===== src/rtl/ex_operand_stage_if.sv =====
// ID -> EX bundle: decoded fields and control bits from ID, plus the
// load-use hold request flowing back to ID/IF.
interface ex_operand_stage_if #(
   parameter int DW = 32,
   parameter int RW = 5
);
   logic          valid;
   logic [DW-1:0] rs_data;
   logic [DW-1:0] rt_data;
   logic [15:0]   imm16;
   logic [RW-1:0] rs;
   logic [RW-1:0] rt;
   logic [RW-1:0] rd;
   logic [5:0]    funct;
   logic [1:0]    aluop;
   logic          alusrc;
   logic          regdst;
   logic          regwrite;
   logic          memread;
   logic          memwrite;
   logic          memtoreg;
   logic          branch;
   logic          load_use_stall;

   modport master (
      output valid, rs_data, rt_data, imm16, rs, rt, rd, funct, aluop,
             alusrc, regdst, regwrite, memread, memwrite, memtoreg, branch,
      input  load_use_stall
   );

   modport slave (
      input  valid, rs_data, rt_data, imm16, rs, rt, rd, funct, aluop,
             alusrc, regdst, regwrite, memread, memwrite, memtoreg, branch,
      output load_use_stall
   );
endinterface


===== src/rtl/ex_operand_stage.sv =====
// ID/EX pipeline register with ALU control decode, EX/MEM and MEM/WB
// operand forwarding, and load-use hazard detection.
module ex_operand_stage #(
   parameter int DW = 32,
   parameter int RW = 5
) (
   input  logic          clk,
   input  logic          rst,
   ex_operand_stage_if.slave id,
   input  logic          stall_i,
   input  logic          flush_i,
   input  logic          exmem_regwrite_i,
   input  logic [RW-1:0] exmem_rd_i,
   input  logic [DW-1:0] exmem_result_i,
   input  logic          memwb_regwrite_i,
   input  logic [RW-1:0] memwb_rd_i,
   input  logic [DW-1:0] memwb_data_i,
   output logic          ex_valid_o,
   output logic [DW-1:0] alu_a_o,
   output logic [DW-1:0] alu_b_o,
   output logic [2:0]    alu_signal_o,
   output logic [DW-1:0] ex_rt_fwd_o,
   output logic [DW-1:0] ex_imm_ext_o,
   output logic [RW-1:0] ex_dest_o,
   output logic          ex_regwrite_o,
   output logic          ex_memread_o,
   output logic          ex_memwrite_o,
   output logic          ex_memtoreg_o,
   output logic          ex_branch_o,
   output logic          ex_illegal_o
);

   localparam logic [2:0] SIG_AND = 3'b000;
   localparam logic [2:0] SIG_OR  = 3'b001;
   localparam logic [2:0] SIG_ADD = 3'b010;
   localparam logic [2:0] SIG_SUB = 3'b110;
   localparam logic [2:0] SIG_SLT = 3'b111;

   typedef struct packed {
      logic          valid;
      logic [DW-1:0] rs_data;
      logic [DW-1:0] rt_data;
      logic [DW-1:0] imm_ext;
      logic [RW-1:0] rs;
      logic [RW-1:0] rt;
      logic [RW-1:0] dest;
      logic          alusrc;
      logic          regwrite;
      logic          memread;
      logic          memwrite;
      logic          memtoreg;
      logic          branch;
      logic          illegal;
      logic [2:0]    sig;
   } ex_reg_t;

   ex_reg_t ex_q, ex_d;

   logic [2:0] dec_sig;
   logic       dec_illegal;
   logic       lus;
   logic [DW-1:0] fwd_rs, fwd_rt;

   // A bubble is an all-zero entry except the ALU signal, which idles at add.
   function automatic ex_reg_t bubble();
      ex_reg_t b;
      b     = '0;
      b.sig = SIG_ADD;
      return b;
   endfunction

   // EX/MEM has priority over MEM/WB; register 0 is never forwarded.
   function automatic logic [DW-1:0] fwd(
      input logic [RW-1:0] r,
      input logic [DW-1:0] rf,
      input logic          em_we,
      input logic [RW-1:0] em_rd,
      input logic [DW-1:0] em_res,
      input logic          mw_we,
      input logic [RW-1:0] mw_rd,
      input logic [DW-1:0] mw_dat
   );
      if (em_we && em_rd == r && r != '0)      return em_res;
      else if (mw_we && mw_rd == r && r != '0) return mw_dat;
      else                                     return rf;
   endfunction

   // ALU control decode of the instruction currently in ID.
   always_comb begin
      dec_sig     = SIG_ADD;
      dec_illegal = 1'b0;
      unique case (id.aluop)
         2'b00: dec_sig = SIG_ADD;
         2'b01: dec_sig = SIG_SUB;
         2'b10: begin
            unique case (id.funct)
               6'h20:   dec_sig = SIG_ADD;
               6'h22:   dec_sig = SIG_SUB;
               6'h24:   dec_sig = SIG_AND;
               6'h25:   dec_sig = SIG_OR;
               6'h2A:   dec_sig = SIG_SLT;
               default: dec_illegal = 1'b1;
            endcase
         end
         default: dec_illegal = 1'b1;
      endcase
   end

   // Load in EX whose destination is read by the instruction in ID.
   assign lus = ex_q.valid & ex_q.memread & (ex_q.dest != '0) & id.valid &
                ((ex_q.dest == id.rs) | ((ex_q.dest == id.rt) & ~id.alusrc));
   assign id.load_use_stall = lus;

   // Next-state selection: flush > stall > load-use bubble > load from ID.
   always_comb begin
      ex_d = ex_q;
      if (flush_i) begin
         ex_d = bubble();
      end else if (stall_i) begin
         ex_d = ex_q;
      end else if (lus || !id.valid) begin
         ex_d = bubble();
      end else begin
         ex_d.valid    = 1'b1;
         ex_d.rs_data  = id.rs_data;
         ex_d.rt_data  = id.rt_data;
         ex_d.imm_ext  = {{(DW-16){id.imm16[15]}}, id.imm16};
         ex_d.rs       = id.rs;
         ex_d.rt       = id.rt;
         ex_d.dest     = id.regdst ? id.rd : id.rt;
         ex_d.alusrc   = id.alusrc;
         ex_d.regwrite = id.regwrite & ~dec_illegal;
         ex_d.memread  = id.memread;
         ex_d.memwrite = id.memwrite;
         ex_d.memtoreg = id.memtoreg;
         ex_d.branch   = id.branch;
         ex_d.illegal  = dec_illegal;
         ex_d.sig      = dec_sig;
      end
   end

   // ID/EX register; reset leaves a bubble.
   always_ff @(posedge clk) begin
      if (rst) ex_q <= bubble();
      else     ex_q <= ex_d;
   end

   // Operand forwarding from the later pipeline stages.
   always_comb begin
      fwd_rs = fwd(ex_q.rs, ex_q.rs_data, exmem_regwrite_i, exmem_rd_i,
                   exmem_result_i, memwb_regwrite_i, memwb_rd_i, memwb_data_i);
      fwd_rt = fwd(ex_q.rt, ex_q.rt_data, exmem_regwrite_i, exmem_rd_i,
                   exmem_result_i, memwb_regwrite_i, memwb_rd_i, memwb_data_i);
   end

   assign alu_a_o       = fwd_rs;
   assign alu_b_o       = ex_q.alusrc ? ex_q.imm_ext : fwd_rt;
   assign ex_rt_fwd_o   = fwd_rt;
   assign alu_signal_o  = ex_q.sig;
   assign ex_imm_ext_o  = ex_q.imm_ext;
   assign ex_dest_o     = ex_q.dest;
   assign ex_valid_o    = ex_q.valid;
   assign ex_regwrite_o = ex_q.regwrite;
   assign ex_memread_o  = ex_q.memread;
   assign ex_memwrite_o = ex_q.memwrite;
   assign ex_memtoreg_o = ex_q.memtoreg;
   assign ex_branch_o   = ex_q.branch;
   assign ex_illegal_o  = ex_q.illegal;

endmodule


===== src/flat_wrapper.sv =====
// flat-port wrapper written by rule: the top's interface ports become plain ports
module ex_operand_stage_flat 
#(
   parameter int DW = 32,
   parameter int RW = 5
)
  (clk, rst, stall_i, flush_i, exmem_regwrite_i, exmem_rd_i, exmem_result_i, memwb_regwrite_i, memwb_rd_i, memwb_data_i, ex_valid_o, alu_a_o, alu_b_o, alu_signal_o, ex_rt_fwd_o, ex_imm_ext_o, ex_dest_o, ex_regwrite_o, ex_memread_o, ex_memwrite_o, ex_memtoreg_o, ex_branch_o, ex_illegal_o, id_valid, id_rs_data, id_rt_data, id_imm16, id_rs, id_rt, id_rd, id_funct, id_aluop, id_alusrc, id_regdst, id_regwrite, id_memread, id_memwrite, id_memtoreg, id_branch, id_load_use_stall);
  ex_operand_stage_if #(.DW(DW), .RW(RW)) id_i ();
  input  logic clk;
  input  logic rst;
  input  logic stall_i;
  input  logic flush_i;
  input  logic exmem_regwrite_i;
  input  logic [RW-1:0] exmem_rd_i;
  input  logic [DW-1:0] exmem_result_i;
  input  logic memwb_regwrite_i;
  input  logic [RW-1:0] memwb_rd_i;
  input  logic [DW-1:0] memwb_data_i;
  output logic ex_valid_o;
  output logic [DW-1:0] alu_a_o;
  output logic [DW-1:0] alu_b_o;
  output logic [2:0] alu_signal_o;
  output logic [DW-1:0] ex_rt_fwd_o;
  output logic [DW-1:0] ex_imm_ext_o;
  output logic [RW-1:0] ex_dest_o;
  output logic ex_regwrite_o;
  output logic ex_memread_o;
  output logic ex_memwrite_o;
  output logic ex_memtoreg_o;
  output logic ex_branch_o;
  output logic ex_illegal_o;
  input wire logic [$bits(id_i.valid)-1:0] id_valid;
  input wire logic [$bits(id_i.rs_data)-1:0] id_rs_data;
  input wire logic [$bits(id_i.rt_data)-1:0] id_rt_data;
  input wire logic [$bits(id_i.imm16)-1:0] id_imm16;
  input wire logic [$bits(id_i.rs)-1:0] id_rs;
  input wire logic [$bits(id_i.rt)-1:0] id_rt;
  input wire logic [$bits(id_i.rd)-1:0] id_rd;
  input wire logic [$bits(id_i.funct)-1:0] id_funct;
  input wire logic [$bits(id_i.aluop)-1:0] id_aluop;
  input wire logic [$bits(id_i.alusrc)-1:0] id_alusrc;
  input wire logic [$bits(id_i.regdst)-1:0] id_regdst;
  input wire logic [$bits(id_i.regwrite)-1:0] id_regwrite;
  input wire logic [$bits(id_i.memread)-1:0] id_memread;
  input wire logic [$bits(id_i.memwrite)-1:0] id_memwrite;
  input wire logic [$bits(id_i.memtoreg)-1:0] id_memtoreg;
  input wire logic [$bits(id_i.branch)-1:0] id_branch;
  output wire logic [$bits(id_i.load_use_stall)-1:0] id_load_use_stall;
  assign id_i.valid = id_valid;
  assign id_i.rs_data = id_rs_data;
  assign id_i.rt_data = id_rt_data;
  assign id_i.imm16 = id_imm16;
  assign id_i.rs = id_rs;
  assign id_i.rt = id_rt;
  assign id_i.rd = id_rd;
  assign id_i.funct = id_funct;
  assign id_i.aluop = id_aluop;
  assign id_i.alusrc = id_alusrc;
  assign id_i.regdst = id_regdst;
  assign id_i.regwrite = id_regwrite;
  assign id_i.memread = id_memread;
  assign id_i.memwrite = id_memwrite;
  assign id_i.memtoreg = id_memtoreg;
  assign id_i.branch = id_branch;
  assign id_load_use_stall = id_i.load_use_stall;
  ex_operand_stage #(.DW(DW), .RW(RW)) u_core (.clk(clk), .rst(rst), .id(id_i), .stall_i(stall_i), .flush_i(flush_i), .exmem_regwrite_i(exmem_regwrite_i), .exmem_rd_i(exmem_rd_i), .exmem_result_i(exmem_result_i), .memwb_regwrite_i(memwb_regwrite_i), .memwb_rd_i(memwb_rd_i), .memwb_data_i(memwb_data_i), .ex_valid_o(ex_valid_o), .alu_a_o(alu_a_o), .alu_b_o(alu_b_o), .alu_signal_o(alu_signal_o), .ex_rt_fwd_o(ex_rt_fwd_o), .ex_imm_ext_o(ex_imm_ext_o), .ex_dest_o(ex_dest_o), .ex_regwrite_o(ex_regwrite_o), .ex_memread_o(ex_memread_o), .ex_memwrite_o(ex_memwrite_o), .ex_memtoreg_o(ex_memtoreg_o), .ex_branch_o(ex_branch_o), .ex_illegal_o(ex_illegal_o));
endmodule

===== config.mk =====
export PLATFORM = sky130hd
export DESIGN_NAME = ex_operand_stage_flat
export DESIGN_NICKNAME = d
export VERILOG_FILES = /design/src/rtl/ex_operand_stage_if.sv /design/src/rtl/ex_operand_stage.sv /design/src/flat_wrapper.sv
export SDC_FILE = /design/constraint.sdc
export NUM_CORES = 1
export LEC_CHECK = 0
export CAP_MARGIN = 15
export CORE_MARGIN = 2
export CORE_UTILIZATION = 33
export DETAILED_ROUTE_END_ITERATION = 6
export GPL_TIMING_DRIVEN = 0
export MAX_ROUTING_LAYER = met4
export PLACE_DENSITY = 0.7
export SLEW_MARGIN = 30
export SYNTH_ARGS = -nofsm -noshare
export SYNTH_HDL_FRONTEND = slang
export SYNTH_SLANG_ARGS = --single-unit

===== constraint.sdc =====
create_clock -name clk -period 5.05 [get_ports clk]
set_input_delay 0.505 -clock clk [delete_from_list [all_inputs] [get_ports clk]]
set_output_delay 0.505 -clock clk [all_outputs]
set_load 0.05 [all_outputs]

==> results_dict.tcl <==
set metrics [dict create \
    drtPass1Iterations 5 \
    synthCells 658 \
    post_cts_resized 0 \
    clkTransAtPathRegs_ns 0.07 \
    port_buffers 334 \
    fillers 1679 \
    cp-start-kind "input port" \
    synthArstFlopShare_pct 0 \
    drv_cap 0 \
    status "finished, final reports clean" \
    numCtsBuffers 9 \
    ys_types 44 \
    finalCritPeriodShare_pct 88.6 \
    dieArea_um2 19300 \
    critPathMaxStageDelay_ns 0.86 \
    hold_viol 0 \
    layout-drive-gt1-share_pct 10.1 \
    post_cts_buffers 0 \
    wl_mm 25.9 \
    synth-warning-count 0 \
    power_density_nw_per_um2 199 \
    grt_pass1_vias 6550 \
    cts_tree "yes" \
    syn_avg_cell_area_um2 9.14 \
    critPathMaxFanout 10 \
    cts.sinks 106 \
    timing.fmax_ghz 0.223 \
    synth-seq-area-share_pct 35.3 \
    dieWidth_um 139 \
    drc 0 \
    busiest_layer "met2" \
    ys_ff_latch 106 \
    peakVddDrop_mv 0.156 \
    hold_class "register to register" \
    start_util_pct 33.6 \
    arrival_ns 3.97 \
    via_per_inst 5.34 \
    fin_crit_ns 4.47 \
    p_leak_nw 3.59 \
    cp_common_cell "clkdlybuf4s50_1" \
    slowest_stage "clkdlybuf4s50_1" \
    slew_violations 0 \
    rsz0062_at_grt "no" \
    maxSlewHeadroom_pct 39.6 \
    fin_nets 1197 \
    synth_edf_count 0 \
    grt_overflow_total 0 \
    multi_input_area_um2 3330 \
    required_ns 4.55 \
    vias 6585 \
    gr-usage-met1_pct 33.9 \
    setup_viol 0 \
    clockBufferDepth 2 \
    tightest_slew_ns 0.899 \
    crit_type "input port to output port" \
    synth_nets 852 \
    netlist_area_um2 6020 \
    floorplan.rows 49 \
    drtIter0Drc 397 \
    wl_per_cell_um 21.0 \
    grt_usage_pct 26.9 \
    hold_buffers 0 \
    place_hpwl_mm 20.7 \
    hold_ws_ns 0.460 \
    grt_use_met2_pct 42.1 \
    clock_latency_ns 0.35 \
    syn2layout_area_growth_pct 64.6 \
    htreeDepth 3 \
    critPathCaptureType "output port" \
    gp_congestion 0.936 \
    path_cells "clkdlybuf4s50_1 -> xnor2_1 -> nand4_1 -> nor2_1 -> buf_2 -> a221oi_2 -> o31ai_1 -> clkdlybuf4s50_1" \
    top_level_ports 335 \
    layout.area.seq_um2 2120 \
    die_y_um 139 \
    total_power_mw 1.97 \
    antenna_found_initial 0 \
    ys.flop_type "dfxtp_1" \
    grt_pass1_wl_mm 39.3 \
    drtAntennaViolNets 0 \
    fin_skew_ns 0.00341 \
    use_met3_pct 6.49 \
    cts_root_buffer "clkbuf_16" \
    grt_max_degree 20 \
    antenna_cells 0 \
    finalSetupTns_ns 0 \
    coreArea_um2 17900 \
]
## cells in the final DEF, fill, tap and decap left out, types with 2 or more instances in the layout
cell type and count:
o31ai_1 33, clkdlybuf4s50_1 334, o21ai_0 32, a22o_1 101, buf_4 41, buf_6 3, a21oi_1 4, xor2_1 5
clkinvlp_4 2, dfxtp_1 106, nor2_1 42, nand4_1 19, ha_1 3, or2_1 2, mux2_2 19, nor2b_1 2
a221oi_2 10, nor3_1 15, mux2i_1 33, clkbuf_16 9, and2_1 2, and3_1 18, nand3_1 4, a31oi_1 15
clkbuf_1 44, nand2_1 40, buf_2 11, xnor2_1 25, a221oi_1 8, inv_1 4
## flip-flops by register name, indices dropped and copies added, names as in the netlist
register and count:
u_core.ex_imm_ext_o 16, u_core.ex_dest_o 5, u_core.alu_signal_o 3, u_core.ex_q 75, u_core.ex_valid_o 1, u_core.ex_memread_o 1
u_core.ex_branch_o 1, u_core.ex_memtoreg_o 1, u_core.ex_regwrite_o 1, u_core.ex_memwrite_o 1, u_core.ex_illegal_o 1
## path summary, 6_finish.rpt
kind / slack [ns] / endpoint / cells past startpoint / from
setup reg to reg: 2.44 / u_core.ex_q[19] / 7 / u_core.ex_dest_o[3]
hold / removal: 0.46 / u_core.ex_illegal_o / 2 / u_core.ex_illegal_o
hold reg to reg: 0.46 / u_core.ex_illegal_o / 2 / u_core.ex_illegal_o
setup / recovery: 0.58 / alu_b_o[24] / 8 / memwb_rd_i[3]
## cell families (layout without fill, tap and decap cells)
group	Yosys count	in the layout	share of synthesized area [%]
compound gates	210	210	28.3
simple gates	155	155	12.9
flops	106	106	35.3
buf+inv	102	449	9.53
mux	52	52	9.05
xor+xnor	30	30	4.37
fa+ha+maj	3	3	0.624
## routing by layer
| layer | part of all wire (%) | up-vias |
|---|---|---|
| met5 | 0 | - |
| met3 | 7.1 | 50 |
| li1 | - | 3147 |
| met4 | 3.3 | 0 |
| met1 | 43 | 3091 |
| met2 | 47 | 297 |
## synthesized netlist by cell type, types with 5 or more instances
library cell	instances	area share, %
clkbuf_1	43	2.7
nor2_1	42	2.6
a22o_1	101	15
a221oi_1	8	1.2
a31oi_1	15	1.6
and3_1	18	1.9
xnor2_1	25	3.6
mux2i_1	33	5.5
nor3_1	15	1.2
a221oi_2	10	2.5
buf_2	11	0.92
xor2_1	5	0.73
o21ai_0	32	2.7
nand2_1	40	2.5
dfxtp_1	106	35
buf_4	41	5.1
o31ai_1	33	4.1
nand4_1	19	2.0
mux2_2	19	3.6
## cell type report
type                       instances  area share, %
buffer                            98           5.63
clock buffer                      10           2.31
clock inverter                     3          0.202
inverter                           4          0.152
multi-input combinational        450           33.6
sequential                       106           21.4
tap                              229           2.89
timing repair buffer             334           33.8
## power breakdown
group          switching [mW]  internal, mW
registers              0.0148         0.853
logic                   0.234         0.236
clock network           0.307         0.326
total                   0.556          1.41
## critical path: cells and delay by family
kind | cells | cell delay (ns)
simple gates | 2 | 1.08
compound gates | 2 | 0.40
buf+inv | 3 | 1.82
xor+xnor | 1 | 0.16
## metrics by stage
stage	setup WS (ns)	utilization [%]	cell area, um2	cells
finish	0.576	55.3	9900	1234
global route	0.411	55.3	9900	1234
CTS	0.625	55.3	9900	1234
detailed placement	0.622	53.9	9650	1221
global placement	0.590	53.9	9650	1221
floorplan	1.67	-	6020	658
Note: power is estimated with default switching activity, not from simulation.
